**src/rtl/ultrasonic_pwm_gen.sv**
```systemverilog
// Pulse-width transmitter: one high pulse per fixed-length frame,
// width loaded through a single-entry valid/ready buffer.
module ultrasonic_pwm_gen #(
    parameter int WIDTH_W       = 25,
    parameter int PERIOD_CYCLES = 5000000,
    parameter int MIN_WIDTH     = 14700,
    parameter int MAX_WIDTH     = 3750000
) (
    input  logic               clk,
    input  logic               resetn,
    input  logic               enable,
    input  logic [WIDTH_W-1:0] width_in,
    input  logic               width_valid,
    output logic               width_ready,
    output logic               pwm_out,
    output logic               busy,
    output logic               period_done
);

    localparam int PER_W = $clog2(PERIOD_CYCLES + 1);
    localparam int CNT_W = (PER_W > WIDTH_W + 1) ? PER_W : WIDTH_W + 1;

    localparam logic [CNT_W-1:0]   PERIOD_C = CNT_W'(PERIOD_CYCLES);
    localparam logic [WIDTH_W-1:0] MIN_C    = WIDTH_W'(MIN_WIDTH);
    localparam logic [WIDTH_W-1:0] MAX_C    = WIDTH_W'(MAX_WIDTH);

    // Bit 0 is the PULSE flag so pwm_out comes straight from a flop.
    typedef enum logic [1:0] {
        IDLE  = 2'b00,
        PULSE = 2'b01,
        GAP   = 2'b10
    } state_t;

    state_t state;
    state_t state_next;

    logic [CNT_W-1:0]   cnt;
    logic [WIDTH_W-1:0] pending;
    logic [WIDTH_W-1:0] active;
    logic               pending_full;
    logic               xfer;
    logic               pulse_last;
    logic               frame_last;
    logic               frame_start;

    function automatic logic [WIDTH_W-1:0] clamp(input logic [WIDTH_W-1:0] v);
        logic [WIDTH_W-1:0] r;
        r = v;
        if (v < MIN_C) r = MIN_C;
        else if (v > MAX_C) r = MAX_C;
        return r;
    endfunction

    assign xfer        = width_valid && !pending_full;
    assign pulse_last  = (state == PULSE) && (cnt == CNT_W'(active));
    assign frame_last  = (state == GAP) && (cnt == PERIOD_C);
    assign frame_start = enable && ((state == IDLE) || frame_last);

    always_ff @(posedge clk or negedge resetn) begin
        if (!resetn) begin
            state <= IDLE;
        end else begin
            state <= state_next;
        end
    end

    always_comb begin
        state_next = state;
        case (state)
            IDLE:    if (enable) state_next = PULSE;
            PULSE:   if (pulse_last) state_next = GAP;
            GAP:     if (frame_last) state_next = enable ? PULSE : IDLE;
            default: state_next = IDLE;
        endcase
    end

    always_comb begin
        pwm_out     = state[0];
        busy        = |state;
        period_done = frame_last;
        width_ready = !pending_full;
    end

    // Frame counter: 1 on the first pulse cycle, PERIOD_CYCLES on the last.
    always_ff @(posedge clk or negedge resetn) begin
        if (!resetn) begin
            cnt          <= '0;
            pending      <= '0;
            pending_full <= 1'b0;
            active       <= MIN_C;
        end else begin
            if (frame_start) begin
                cnt <= CNT_W'(1);
            end else if (frame_last) begin
                cnt <= '0;
            end else if (state != IDLE) begin
                cnt <= cnt + CNT_W'(1);
            end

            if (frame_start && pending_full) begin
                active <= clamp(pending);
            end

            if (xfer) begin
                pending      <= width_in;
                pending_full <= 1'b1;
            end else if (frame_start) begin
                pending_full <= 1'b0;
            end
        end
    end

endmodule
```
**config.mk**
```make
export PLATFORM = sky130hd
export DESIGN_NAME = ultrasonic_pwm_gen
export DESIGN_NICKNAME = d
export VERILOG_FILES = /design/src/rtl/ultrasonic_pwm_gen.sv
export SDC_FILE = /design/constraint.sdc
export NUM_CORES = 1
export LEC_CHECK = 0
export BUFFER_PORTS_ARGS = -buffer_cell sky130_fd_sc_hd__buf_2
export CORE_MARGIN = 8
export CORE_UTILIZATION = 38
export DETAILED_ROUTE_END_ITERATION = 8
export GPL_ROUTABILITY_DRIVEN = 1
export SYNTH_ARGS = -nofsm -noshare
export SYNTH_HDL_FRONTEND = slang
export SYNTH_SLANG_ARGS = --single-unit
```
**constraint.sdc**
```tcl
create_clock -name clk -period 4.3 [get_ports clk]
set_input_delay 1.075 -clock clk [delete_from_list [all_inputs] [get_ports clk]]
set_output_delay 1.075 -clock clk [all_outputs]
set_load 0.05 [all_outputs]
```
==> reports/qor.yml <==
route:
  ant_nets: 0
  drtIter0Drc: 243
  num_vias: 3356
  drtPass1Iterations: 5
  via_per_inst: 5.688
  wl_um: 10420
  wl_per_cell_um: 17.67
  drc: 0
global_routing:
  antenna_found_initial: 0
  grt_pass1_wl_um: 17800
  grt_max_degree: 80
  grt_overflow: 0
  grt_util_all_layers_pct: 15.20
  grt_pass1_vias: 3451
floorplan:
  ios: 33
  die_h_um: 121.7
  start_util_pct: 38.99
  row_count: 38
  core_um2: 10890
  die_width_um: 121.7
  dieArea_um2: 14810
clocking:
  path_clk_slew_ns: 0.09
  cts_tree: "done"
  cts-root-buf: "clkbuf_8"
  clkSinkCount: 79
  clk_latency_ns: 0.37
  cts_setup_buffers: 0
  cts_hold_buf: 0
  cts_buffers: 9
  clk_path_buf_depth: 2
  cts-resized-gates: 0
  htree_levels: 3
synth:
  synth_top_area_cell: "dfrtp_1"
  syn_area_per_cell_um2: 10.04
  synth-compound-area-share_pct: 13.65
  yosysWarnings: 0
  ys_ff_latch: 79
  synthAdderAreaFrac_pct: 0.5894
  mappedNetlistNets: 454
  synth_xor_area_share_pct: 7.633
  synthDominantCellAreaShare_pct: 41.85
  synthCells: 423
  synth_ff_type: "dfrtp_1"
  muxShareOfSynthArea_pct: 5.836
  synth.most_common_cell: "dfrtp_1"
  ys_top_cells_by_area: "dfrtp_1 42%, mux2_2 5.8%, dfstp_2 5.0%"
  synth_top_family_by_area: "simple AND/OR/NAND/NOR gates"
  async_flop_share_pct: 100.0
  synthSimpleGateAreaFrac_pct: 20.98
  synth_area_um2: 4245
  synth-seq-area-share_pct: 46.80
  synth_commonest_cells: "71 x dfrtp_1, 38 x o21ai_0, 29 x nor2_1"
  synth_edf_count: 0
  synthDistinctLibCells: 59
critical_path:
  crit_buf_inv: 2
  cp_max_fo: 7
  slowest_delay_ns: 0.48
  critPathArrivalTime_ns: 2.22
  end_kind: "output port"
  critPathKind: "flip-flop to output port"
  start_kind: "flip-flop"
  critical_path.slowest_cell: "dfrtp_1"
  required_ns: 3.22
  cp_top_family: "simple AND/OR/NAND/NOR gates"
  cp_cell_sequence: "inv_1, ha_1, nor4b_1, nand4_1, nor4_1, buf_2"
placed_design:
  dpl.hpwl_um: 7580
  placed_cells: 574
  place_ws_ns: 1.403
  place_congestion: 0.8662
  port_buffers: 32
timing:
  rsz0062_at_grt: "false"
  fin_crit_sh_pct: 76.64
  worstMarginPinSlew_ns: 1.220
  final-max-slew-violation-count: 0
  finalHoldViolCount: 0
  skew_ns: 0.01007
  max_slew_margin_pct: 18.68
  setup_viol_count_final: 0
  fmax_mhz: 303.5
  tns_ns: 0
  timing.hold.ws_ns: 0.5133
  fin_crit_ns: 3.295
  fin_ws_ns: 1.005
cells_and_area:
  fin_cells: 590
  drive_above_1_share_pct: 21.56
  nets: 476
  antenna_cells: 0
  area_growth_pct: 10.61
hold_path:
  hp-class: "flip-flop to flip-flop"
power:
  irDropWorstVdd_mv: 0.2067
  p_per_area_nw_per_um2: 372.6
  power_w: 0.001750
  power_leakage_nw: 2.013
run_status:
  status: "complete, no violations"
job:
  maxCapViolations: 0
==> flip-flops by register name, indices dropped and copies added (netlist names) <==
name          count
active           25
cnt              26
state             2
pending_full      1
pending          25
==> path summary, 6_finish.rpt <==
check / startpoint / to / slack, ns / cells past startpoint
worst max-delay path: cnt[0] / period_done / 1.00 / 6
worst min-delay path: active[22] / active[22] / 0.51 / 1
worst max register to register: cnt[0] / cnt[12] / 1.67 / 7
worst min register to register: active[22] / active[22] / 0.51 / 1
max in group asynchronous: resetn / pending[19] / 2.78 / 1
min in group asynchronous: resetn / cnt[22] / 0.85 / 1
==> final cells by class <==
class	instances	area, µm²
clock buffers	12	145.1
clock inverters	4	77.57
fillers	1050	6192
inverters	13	48.80
multi-input cells	306	2069
flip-flops and latches	79	1987
well taps	140	175.2
repair buffers	36	192.7
==> logic make-up (layout without fill, tap and decap cells) <==
family,after synthesis,count (layout)
buffers and inverters,38,65
and+or+nand+nor,154,154
muxes,22,22
adders and majority gates,2,2
xor gates and xnor gates,37,37
DFF,79,79
AOI/OAI and AO/OA,91,91
==> per-layer routing <==
| layer | part of all wire, % | vias up | wire length (µm) | track usage [%] |
|---|---|---|---|---|
| li1 | - | 1592 | - | - |
| met1 | 45 | 1640 | 4742 | 20.00 |
| met2 | 47 | 103 | 4882 | 23.77 |
| met3 | 5.6 | 21 | 580 | 3.563 |
| met4 | 2.1 | 0 | 217 | 5.937 |
| met5 | 0 | - | 0 | 0 |
==> placed cells by master, fill, tap and decap left out, types with 11 or more instances in the layout <==
cell type	instances
xor2_1	22
nand2_1	22
o21ai_0	38
nor3_1	12
mux2_2	22
nor2_1	29
a2bb2oi_1	11
buf_2	31
xnor2_1	15
nand4_1	23
nor4_1	11
dfrtp_1	71
a21oi_1	16
inv_1	13
nand3_1	15
==> through the flow <==
stage | utilization (%) | instance area [µm²]
after detailed placement | 41.08 | 4473
after floorplan | - | 4245
after global placement | 41.08 | 4473
after CTS | 43.13 | 4696
final | 43.13 | 4696
after global routing | 43.13 | 4696
==> power by group <==
group,switching (W),leakage [nW],internal [W]
Sequential,0.0000953,0.987,0.000804
Combinational,0.000120,0.915,0.000104
Clock,0.000280,0.111,0.000347
Total,0.000496,2.01,0.00125
Power figures use the tool's default switching activity.
